===== config.mk =====
export PLATFORM = sky130hd
export DESIGN_NAME = local_injector
export DESIGN_NICKNAME = d
export VERILOG_FILES = /design/src/rtl/local_injector.sv
export SDC_FILE = /design/constraint.sdc
export NUM_CORES = 1
export LEC_CHECK = 0
export CAP_MARGIN = 20
export CORE_ASPECT_RATIO = 2
export CORE_UTILIZATION = 42
export CTS_BUF_LIST = sky130_fd_sc_hd__clkbuf_4
export DETAILED_ROUTE_END_ITERATION = 16
export HOLD_SLACK_MARGIN = 0.1
export PLACE_DENSITY = 0.78
export SLEW_MARGIN = 20
export SYNTH_ARGS = -nofsm -noshare
export SYNTH_HDL_FRONTEND = slang
export SYNTH_SLANG_ARGS = --single-unit

===== constraint.sdc =====
create_clock -name clk -period 2.02 [get_ports clk]
set_input_delay 0.202 -clock clk [delete_from_list [all_inputs] [get_ports clk]]
set_output_delay 0.202 -clock clk [all_outputs]
set_load 0.01 [all_outputs]

===== src/rtl/local_injector.sv =====
// Packetizer between the local core and router input port 4. It builds head/body/tail
// flits, picks a free VC round-robin, and sends each flit stop-and-wait on per-VC acks.
module local_injector #(
  parameter int DATA_WIDTH = 64,
  parameter int VCH        = 4,
  parameter int VCH_NUM    = 2
) (
  input  logic                  clk,
  input  logic                  reset,
  input  logic [2:0]            my_xpos,
  input  logic [2:0]            my_ypos,
  input  logic                  test_set,
  input  logic                  req_valid,
  output logic                  req_ready,
  input  logic [2:0]            req_dst_x,
  input  logic [2:0]            req_dst_y,
  input  logic [3:0]            req_len,
  input  logic                  pl_valid,
  output logic                  pl_ready,
  input  logic [DATA_WIDTH-3:0] pl_data,
  output logic [DATA_WIDTH-1:0] odata,
  output logic                  ovalid,
  output logic [VCH_NUM-1:0]    ovch,
  input  logic [VCH-1:0]        iack,
  input  logic [VCH-1:0]        irdy,
  input  logic [VCH-1:0]        ilck,
  output logic                  busy,
  output logic [15:0]           pkt_cnt,
  output logic [1:0]            dbg_state
);
  // Handshakes: a request, payload word or flit transfers in the cycle where both
  // sides are high (req_valid&req_ready, pl_valid&pl_ready, ovalid&iack[ovch]).
  typedef enum logic [1:0] {IDLE = 2'd0, VCSEL = 2'd1, SEND = 2'd2, LOAD = 2'd3} state_e;

  localparam int HDR_W = 18;

  state_e                  state_q, state_d;
  logic [VCH_NUM-1:0]      last_vc_q, last_vc_d;
  logic [VCH_NUM-1:0]      ovch_q, ovch_d;
  logic [DATA_WIDTH-1:0]   odata_q, odata_d;
  logic [3:0]              remaining_q, remaining_d;
  logic [15:0]             pkt_cnt_q, pkt_cnt_d;

  logic [VCH-1:0]          eligible;
  logic                    sel_found;
  logic [VCH_NUM-1:0]      sel_vc;
  logic [VCH_NUM-1:0]      idx;
  logic                    req_fire, pl_fire, ack_fire;
  logic [1:0]              head_type, body_type;

  assign req_ready = (state_q == IDLE) & ~test_set;
  assign pl_ready  = (state_q == LOAD) & ~test_set;
  assign ovalid    = (state_q == SEND) & irdy[ovch_q] & ~test_set;
  assign busy      = (state_q != IDLE);
  assign odata     = odata_q;
  assign ovch      = ovch_q;
  assign pkt_cnt   = pkt_cnt_q;
  assign dbg_state = state_q;

  assign req_fire  = req_valid & req_ready;
  assign pl_fire   = pl_valid & pl_ready;
  assign ack_fire  = ovalid & iack[ovch_q];
  assign eligible  = irdy & ~ilck;
  assign head_type = (req_len == 4'd0) ? 2'b11 : 2'b01;
  assign body_type = (remaining_q == 4'd1) ? 2'b10 : 2'b00;

  // Round-robin: search begins one past the VC used by the previous packet.
  always_comb begin
    sel_found = 1'b0;
    sel_vc    = '0;
    idx       = '0;
    for (int i = 1; i <= VCH; i++) begin
      idx = VCH_NUM'((int'(last_vc_q) + i) % VCH);
      if (!sel_found && eligible[idx]) begin
        sel_found = 1'b1;
        sel_vc    = idx;
      end
    end
  end

  always_comb begin
    state_d     = state_q;
    last_vc_d   = last_vc_q;
    ovch_d      = ovch_q;
    odata_d     = odata_q;
    remaining_d = remaining_q;
    pkt_cnt_d   = pkt_cnt_q;
    case (state_q)
      IDLE: begin
        if (req_fire) begin
          remaining_d = req_len;
          odata_d     = {head_type, req_dst_x, req_dst_y, my_xpos, my_ypos, req_len,
                         {(DATA_WIDTH-HDR_W){1'b0}}};
          state_d     = VCSEL;
        end
      end
      VCSEL: begin
        // The chosen VC stays owned until the final flit is acked; ilck is not rechecked.
        if (!test_set && sel_found) begin
          ovch_d    = sel_vc;
          last_vc_d = sel_vc;
          state_d   = SEND;
        end
      end
      SEND: begin
        if (ack_fire) begin
          if (remaining_q == 4'd0) begin
            pkt_cnt_d = pkt_cnt_q + 16'd1;
            state_d   = IDLE;
          end else begin
            state_d = LOAD;
          end
        end
      end
      LOAD: begin
        if (pl_fire) begin
          odata_d     = {body_type, pl_data};
          remaining_d = remaining_q - 4'd1;
          state_d     = SEND;
        end
      end
      default: state_d = IDLE;
    endcase
  end

  always_ff @(posedge clk or negedge reset) begin
    if (!reset) begin
      state_q     <= IDLE;
      last_vc_q   <= VCH_NUM'(VCH - 1);
      ovch_q      <= '0;
      odata_q     <= '0;
      remaining_q <= '0;
      pkt_cnt_q   <= '0;
    end else begin
      state_q     <= state_d;
      last_vc_q   <= last_vc_d;
      ovch_q      <= ovch_d;
      odata_q     <= odata_d;
      remaining_q <= remaining_d;
      pkt_cnt_q   <= pkt_cnt_d;
    end
  end

endmodule


# ---- Word level (Yosys, flattened, before mapping)
# Cells that the tools add are included.
dict set report op_classes {
  n_eq_ne 8
  muxes 34
  n_reduce_logical 17
  n_addsub 6
  n_lt_le_gt_ge 5
  n_bitwise 10
}
# operator count
set op_table {}
lappend op_table {{64-bit two-way mux} 2}
lappend op_table {{64-bit case mux with 2 select lines} 1}
lappend op_table {{2-bit two-way mux} 11}
lappend op_table {{16-bit by 1-bit adder with 16-bit output (second input constant)} 1}
lappend op_table {{2-bit by 3-bit less-than comparator with 1-bit output (second input constant)} 5}
lappend op_table {{1-bit binary-select mux with 2-bit select} 6}
lappend op_table {{1-bit two-way mux} 10}
lappend op_table {{4-bit zero test} 2}
lappend op_table {{4-bit two-way mux} 2}
lappend op_table {{2-bit inequality test (second input constant)} 4}
lappend op_table {{2-bit case mux with 4 select lines} 1}
lappend op_table {{4-bit case mux with 2 select lines} 1}
lappend op_table {{1-bit bitwise AND} 7}
lappend op_table {{3-bit AND reduction} 2}
lappend op_table {{2-bit by 1-bit adder with 2-bit output (second input constant)} 2}
lappend op_table {{2-bit adder (second input constant)} 2}
lappend op_table {{4-bit bitwise AND} 1}
lappend op_table {{2-bit == test (second input constant)} 2}
lappend op_table {{4-bit by 1-bit == test with 1-bit output (second input constant)} 1}
lappend op_table {{1-bit logical AND} 4}
lappend op_table {{1-bit zero test} 4}
lappend op_table {{4-bit inverter} 1}
lappend op_table {{4-bit AND reduction} 1}
lappend op_table {{2-bit nonzero test} 2}
lappend op_table {{5 further kinds} 5}
dict set report word_totals {
  reg_bits 90
  in_bits 95
}

# ---- Longest topological paths before layout
# Gate-level depths: netlist (run 1).
dict set report depth {
  word_depth 17
  depth_mapped 7
  mapped_depth_nobuf 6
}

# ---- Least setup slack after synthesis (run 1)
# OpenSTA, ideal clock, no wires.
dict set report synth_timing {
  path_kind {register to register}
  startpoint {register remaining_q[0]}
  endpoint {register pkt_cnt_q[10] (netlist: pkt_cnt[10])}
  synth_period_minus_slack_ps 1770
  setup_time_ps 126
  n_path_buf 0
  stages_incl_launch_ff 7
  path_slack_ps 250
  arrival_time_ps 1644
  path_cell_list {dfrtp_1 inv_1 ha_1 or3b_1 nor3_2 nand4_1 xnor2_1}
}
dict set report synth_between {
  elab_chain_len 2
}
# item line
set synth_lines {}
lappend synth_lines {{start, declared} 41} ;# logic [3:0] remaining_q, remaining_d;
lappend synth_lines {{start signal, assigned} 139} ;# remaining_q <= remaining_d;
lappend synth_lines {{4-bit zero test} 107} ;# if (remaining_q == 4'd0) begin
lappend synth_lines {{3-bit AND reduction (no line)} --}
lappend synth_lines {{end signal, assigned} 140} ;# pkt_cnt_q <= pkt_cnt_d;
lappend synth_lines {{end, declared} 42} ;# logic [15:0] pkt_cnt_q, pkt_cnt_d;
# No other way between the ends.
# A chain may end at the register's enable or synchronous reset.

# ---- Worst setup path in the final report (run 1)
# Ends and elaborated chain as after synthesis.

==> results of run 1 <==
## stage by stage
stage | hold slack, ps | setup slack (ps)
after floorplan | -93.6 | 250
after global placement | 209 | 28.1
after detailed placement | 220 | 28.6
after CTS | 266 | 30.0
after global routing | 275 | 6.14
final | 279 | 111
## cell families after synthesis
logic type / Yosys count
and+or+nand+nor: 112
AOI/OAI and AO/OA: 90
DFF: 90
buffers and inverters: 28
xor gates and xnor gates: 15
muxes: 6
adders and majority gates: 4
## flip-flops by register name (all words and copies together) (netlist names)
register     count
odata           64
pkt_cnt         16
remaining_q      4
dbg_state        2
last_vc_q        2
ovch             2
## worst paths after layout
check	from	endpoint	slack (ps)	depth (start not counted)
max	remaining_q[0]	pkt_cnt[10]	110	7
min	reset	odata[39]	280	2
max reg2reg	remaining_q[0]	pkt_cnt[10]	110	7
min reg2reg	pkt_cnt[15]	pkt_cnt[15]	490	1
max in group asynchronous	reset	last_vc_q[1]	1040	3
min in group clk	pl_data[49]	odata[49]	290	3
## cells in the mapped netlist (8+ instances only)
master,instances,area [µm²]
o21ai_1,8,40.0
buf_2,11,55.1
nand4_1,9,56.3
xnor2_1,15,131
nand3_1,8,40.0
nor2_1,22,82.6
nand2_1,36,135
and2_1,8,50.1
dfrtp_1,88,2200
clkbuf_1,10,37.5
a22o_1,47,412
a31oi_1,14,87.6
## critical path, cell delays in order (launching register included)
cell	delay [ps]
dfrtp_1	450
inv_1	100
ha_1	150
or3b_1	430
nor3_2	200
buf_4	180
nand4_1	130
xnor2_1	200
## final cells by class
| class | count | area share, % |
|---|---|---|
| Tap cell | 102 | 2.09 |
| Timing Repair Buffer | 200 | 32.9 |
| Clock buffer | 11 | 1.35 |
| Clock inverter | 5 | 1.31 |
| Antenna cell | 1 | 0.0410 |
| Sequential cell | 90 | 37.0 |
| Multi-Input combinational cell | 227 | 25.0 |
| Inverter | 5 | 0.308 |
## per-layer routing
layer,up-vias,GRT usage (%),share of wire (%)
met1,1663,24.7,35
met2,153,43.2,56
met3,38,4.88,4.3
met5,-,0,0
met4,0,14.0,4.7
li1,1624,-,-
## repair_timing
| action | CTS | global route |
|---|---|---|
| buffers inserted | 2 | 0 |
| gates resized for setup | 4 | 5 |
| gates cloned | 0 | 0 |
| endpoints found under the setup margin | 3 | 3 |
| endpoints found under the hold margin | 42 | 0 |
| hold buffers | 1 | 0 |
## power groups by stage
stage,Sequential (mW),Clock (mW),Combinational [mW]
after floorplan,3.34,0,1.37
after global placement,3.06,0,3.69
after detailed placement,3.07,0,3.80
after CTS,3.06,1.15,3.82
after global routing,3.16,1.23,4.06
final,3.06,1.12,3.79
==> flow_metrics.tcl, run 1 <==
set metrics [dict create \
    cts.sinks 90 \
    async_reset_ff_share_pct 100 \
    setup.worst_path.start_class "register" \
    area_delta_synth_final_pct 56.4 \
    place_inst 621 \
    multiInputGateArea_um2 1530 \
    yosys.area_share.adder_pct 1.28 \
    most-common-layout-cells "177 x clkdlybuf4s50_1, 86 x dfrtp_1, 47 x a22o_1" \
    grt_max_degree 49 \
    cts-root-buf "clkbuf_4" \
    hold_viol_final 0 \
    overflow 0 \
    grt_pass1_wl_um 18000 \
    fmax_mhz 524 \
    cts_tree "yes" \
    synth_ff_type "dfrtp_1" \
    die_h_um 138 \
    dieArea_um2 9700 \
    cap_viol_max_count 0 \
    crit_type "reg2reg" \
    end_kind "register" \
    synth_edf_count 0 \
    p_seq_share_pct 38.4 \
    combPwrFrac_pct 47.5 \
    worstPathMaxFanout 8 \
    dr.pass1.iters 6 \
    die_w_um 70.2 \
    muxShareOfSynthArea_pct 2.21 \
    p_sw_mw 2.66 \
    port_buffers 182 \
    drtIter0Drc 244 \
    fin_crit_sh_pct 94.5 \
    fin_worst_skew_ps 20.8 \
    drv_slew 0 \
    arrival_ps 2280 \
    power_leakage_nw 2.60 \
    antenna_left 0 \
    post_dp_cell_area_um2 5900 \
    drc_errors 0 \
    fin_cells 641 \
    ios 183 \
    clk-insertion-delay-late_ps 440 \
    wl_um 11100 \
    dp_hpwl_um 8460 \
    yosys_warnings 0 \
    p_per_area_nw_per_um2 1310 \
    tightest_slew_ps 524 \
    clk_path_buf_depth 2 \
    via_per_inst 5.43 \
    finalCriticalPeriod_ps 1910 \
    synth_xor_area_share_pct 3.37 \
    rsz0062_at_grt "no" \
    antenna_found_initial 1 \
    final_util_pct 67.7 \
    swShare_pct 33.4 \
    path_clk_slew_ps 140 \
    synth-simple-area-share_pct 14.7 \
    row_count 49 \
    setup_viol 0 \
    core_area_um2 9010 \
    synth_top_family_by_area "compound AO/OA/AOI/OAI gates" \
    routabilityCongestion 0.857 \
    clkPwrFrac_pct 14.1 \
    final_common_cell "clkdlybuf4s50_1" \
    vias 3478 \
    wl_per_cell_um 17.3 \
    synth_nets 444 \
    syn_area_um2 3900 \
    h-tree-depth 3 \
    intPower_mw 5.30 \
    run_status "complete, no violations" \
    grt_pass1_vias 3704 \
    syn_area_per_cell_um2 11.3 \
    finalPower_mw 7.97 \
    cts_buffers 9 \
    ys_types 45 \
    irDropWorstVdd_mv 0.800 \
    relSlewSlack_pct 65.1 \
    initial_core_util_pct 43.3 \
    fillers 726 \
    grt_util_all_layers_pct 23.9 \
    ys_seq_area_share_pct 57.8 \
    drive_gt1_share_pct 8.74 \
    nNetsFinal 632 \
    synth-compound-area-share_pct 17.3 \
    hold_path.class "in2async" \
    register_area_um2 2260 \
    fin_area_um2 6100 \
    ys_seq_elements 90 \
    setup_tns_ps 0 \
    netlist_instances 345 \
    cp.required_ps 2390 \
]
(Power assumes the default switching activity.)
==> run 2: changes to the inputs <==
- GPL_TIMING_DRIVEN: unset -> 0
==> run 2 against run 1 <==
Against the previous run:
- combinational power about the same
- worst hold slack got worse by 0.84 ps
- routed wire length increased by 0.81%
- maximum frequency decreased by 2.6%
==> flow_metrics.tcl, run 2 (synthesis gave the netlist of run 1 again) <==
set metrics [dict create \
    rr_endpoint "odata[60]" \
    p_sw_mw 2.71 \
    ios 183 \
    crit_type "reg2out" \
    grt_util_all_layers_pct 24.1 \
    arrival_ps 1760 \
    path_clk_slew_ps 150 \
    largest_reg_flops 64 \
    overflow 0 \
    fmax_mhz 510 \
    r2r-start "dbg_state[0]" \
    port_buffers 181 \
    fin_area_um2 6070 \
    rr_worst_depth 6 \
    dr.pass1.iters 4 \
    setup_viol 0 \
    cts-root-buf "clkbuf_4" \
    relSlewSlack_pct 61.3 \
    grt_max_degree 48 \
    routabilityCongestion 0.832 \
    finalPower_mw 7.83 \
    worstPathMaxFanout 3 \
    cp.required_ps 1820 \
    cts.sinks 90 \
    intPower_mw 5.11 \
    cp-endpoint "ovalid" \
    wl_per_cell_um 17.3 \
    p_per_area_nw_per_um2 1290 \
    cts_buffers 9 \
    run_status "complete, no violations" \
    clk_path_buf_depth 2 \
    end_kind "primary output" \
    power_leakage_nw 2.60 \
    wl_um 11200 \
    antenna_found_initial 1 \
    row_count 49 \
    most-common-layout-cells "176 x clkdlybuf4s50_1, 87 x dfrtp_1, 47 x a22o_1" \
    drtIter0Drc 195 \
    hold_viol_final 0 \
    place_inst 629 \
    drv_slew 0 \
    reg2reg_slack_ps 80 \
    setup.worst_path.start_class "register" \
    p_seq_share_pct 38.7 \
    startpoint "ovch[1]" \
    fin_cells 649 \
    core_area_um2 9010 \
    setup_tns_ps 0 \
    die_h_um 138 \
    clkPwrFrac_pct 13.2 \
    dieArea_um2 9700 \
    drc_errors 0 \
    combPwrFrac_pct 48.1 \
    tightest_slew_ps 580 \
    final_common_cell "clkdlybuf4s50_1" \
    cts_tree "yes" \
    grt_pass1_vias 3659 \
    antenna_left 0 \
    nNetsFinal 640 \
    finalCriticalPeriod_ps 1960 \
    grt_pass1_wl_um 18200 \
    initial_core_util_pct 43.3 \
    post_dp_cell_area_um2 5870 \
    clk-insertion-delay-late_ps 460 \
    fin_worst_skew_ps 22.3 \
    rsz0062_at_grt "no" \
    fin_crit_sh_pct 97.0 \
    cap_viol_max_count 0 \
    area_delta_synth_final_pct 55.7 \
    irDropWorstVdd_mv 0.734 \
    drive_gt1_share_pct 8.42 \
    hold_path.class "in2async" \
    via_per_inst 5.44 \
    die_w_um 70.2 \
    final_util_pct 67.4 \
    vias 3533 \
    h-tree-depth 3 \
    swShare_pct 34.7 \
    dp_hpwl_um 8550 \
]
==> run 2: worst max-delay path, stage by stage (launching register included) <==
cell and delay (ps):
dfrtp_2 400, mux4_2 530, and2_1 150, clkdlybuf4s15_1 220
==> run 2: timing repair <==
action / 4_1_cts / 5_1_grt
endpoints found under the setup margin: 12 / 17
pin swaps: 0 / 2
hold endpoints to repair: 42 / 0
gates resized for setup: 8 / 8
setup buffers: 1 / 1
hold buffers: 1 / 0
gates cloned: 0 / 0
==> run 2: cell type report <==
cell class,instances,area (µm²)
Fill cell,730,2940
Sequential cell,90,2260
Timing Repair Buffer,185,1870
Multi-Input combinational cell,227,1540
Buffer,23,120
Clock buffer,9,67.6
Antenna cell,1,2.50
Inverter,5,18.8
Clock inverter,7,75.1
Tap cell,102,128
==> run 2: routing by layer <==
| metal | share of wire [%] | track usage (%) |
|---|---|---|
| met4 | 3.4 | 12.5 |
| met5 | 0 | 0 |
| met2 | 55 | 43.3 |
| met1 | 37 | 26.1 |
| met3 | 4.8 | 4.81 |
==> run 2: worst min path at each step <==
| stage | start | to | depth (start not counted) |
|---|---|---|---|
| floorplan | reset | dbg_state[0] | 0 |
| global placement | pkt_cnt[15] | pkt_cnt[15] | 1 |
| detailed placement | reset | pkt_cnt[13] | 1 |
| CTS | pl_data[53] | odata[53] | 3 |
| global route | req_dst_x[2] | odata[61] | 3 |
| finish | reset | pkt_cnt[8] | 2 |
==> run 2: power by group through the flow <==
stage	Combinational (mW)	Clock (mW)	Sequential, mW
floorplan	1.37	0	3.34
global placement	3.67	0	3.04
detailed placement	3.75	0	3.05
CTS	3.79	1.06	3.02
global route	4.06	1.14	3.13
finish	3.77	1.03	3.03
==> run 2: per-stage QoR <==
step / hold slack, ps / worst slack, ps
6_report: 278 / 61.1
5_1_grt: 260 / 1.80
4_1_cts: 254 / 37.9
3_5_place_dp: 240 / -39.9
3_3_place_gp: 461 / -2490
2_1_floorplan: -93.6 / 250
==> run 3: changes to the inputs <==
- SLEW_MARGIN: 20 -> unset
==> results of run 3 <==
Same layout as run 2: the final DEF is identical, and so are final timing and power.
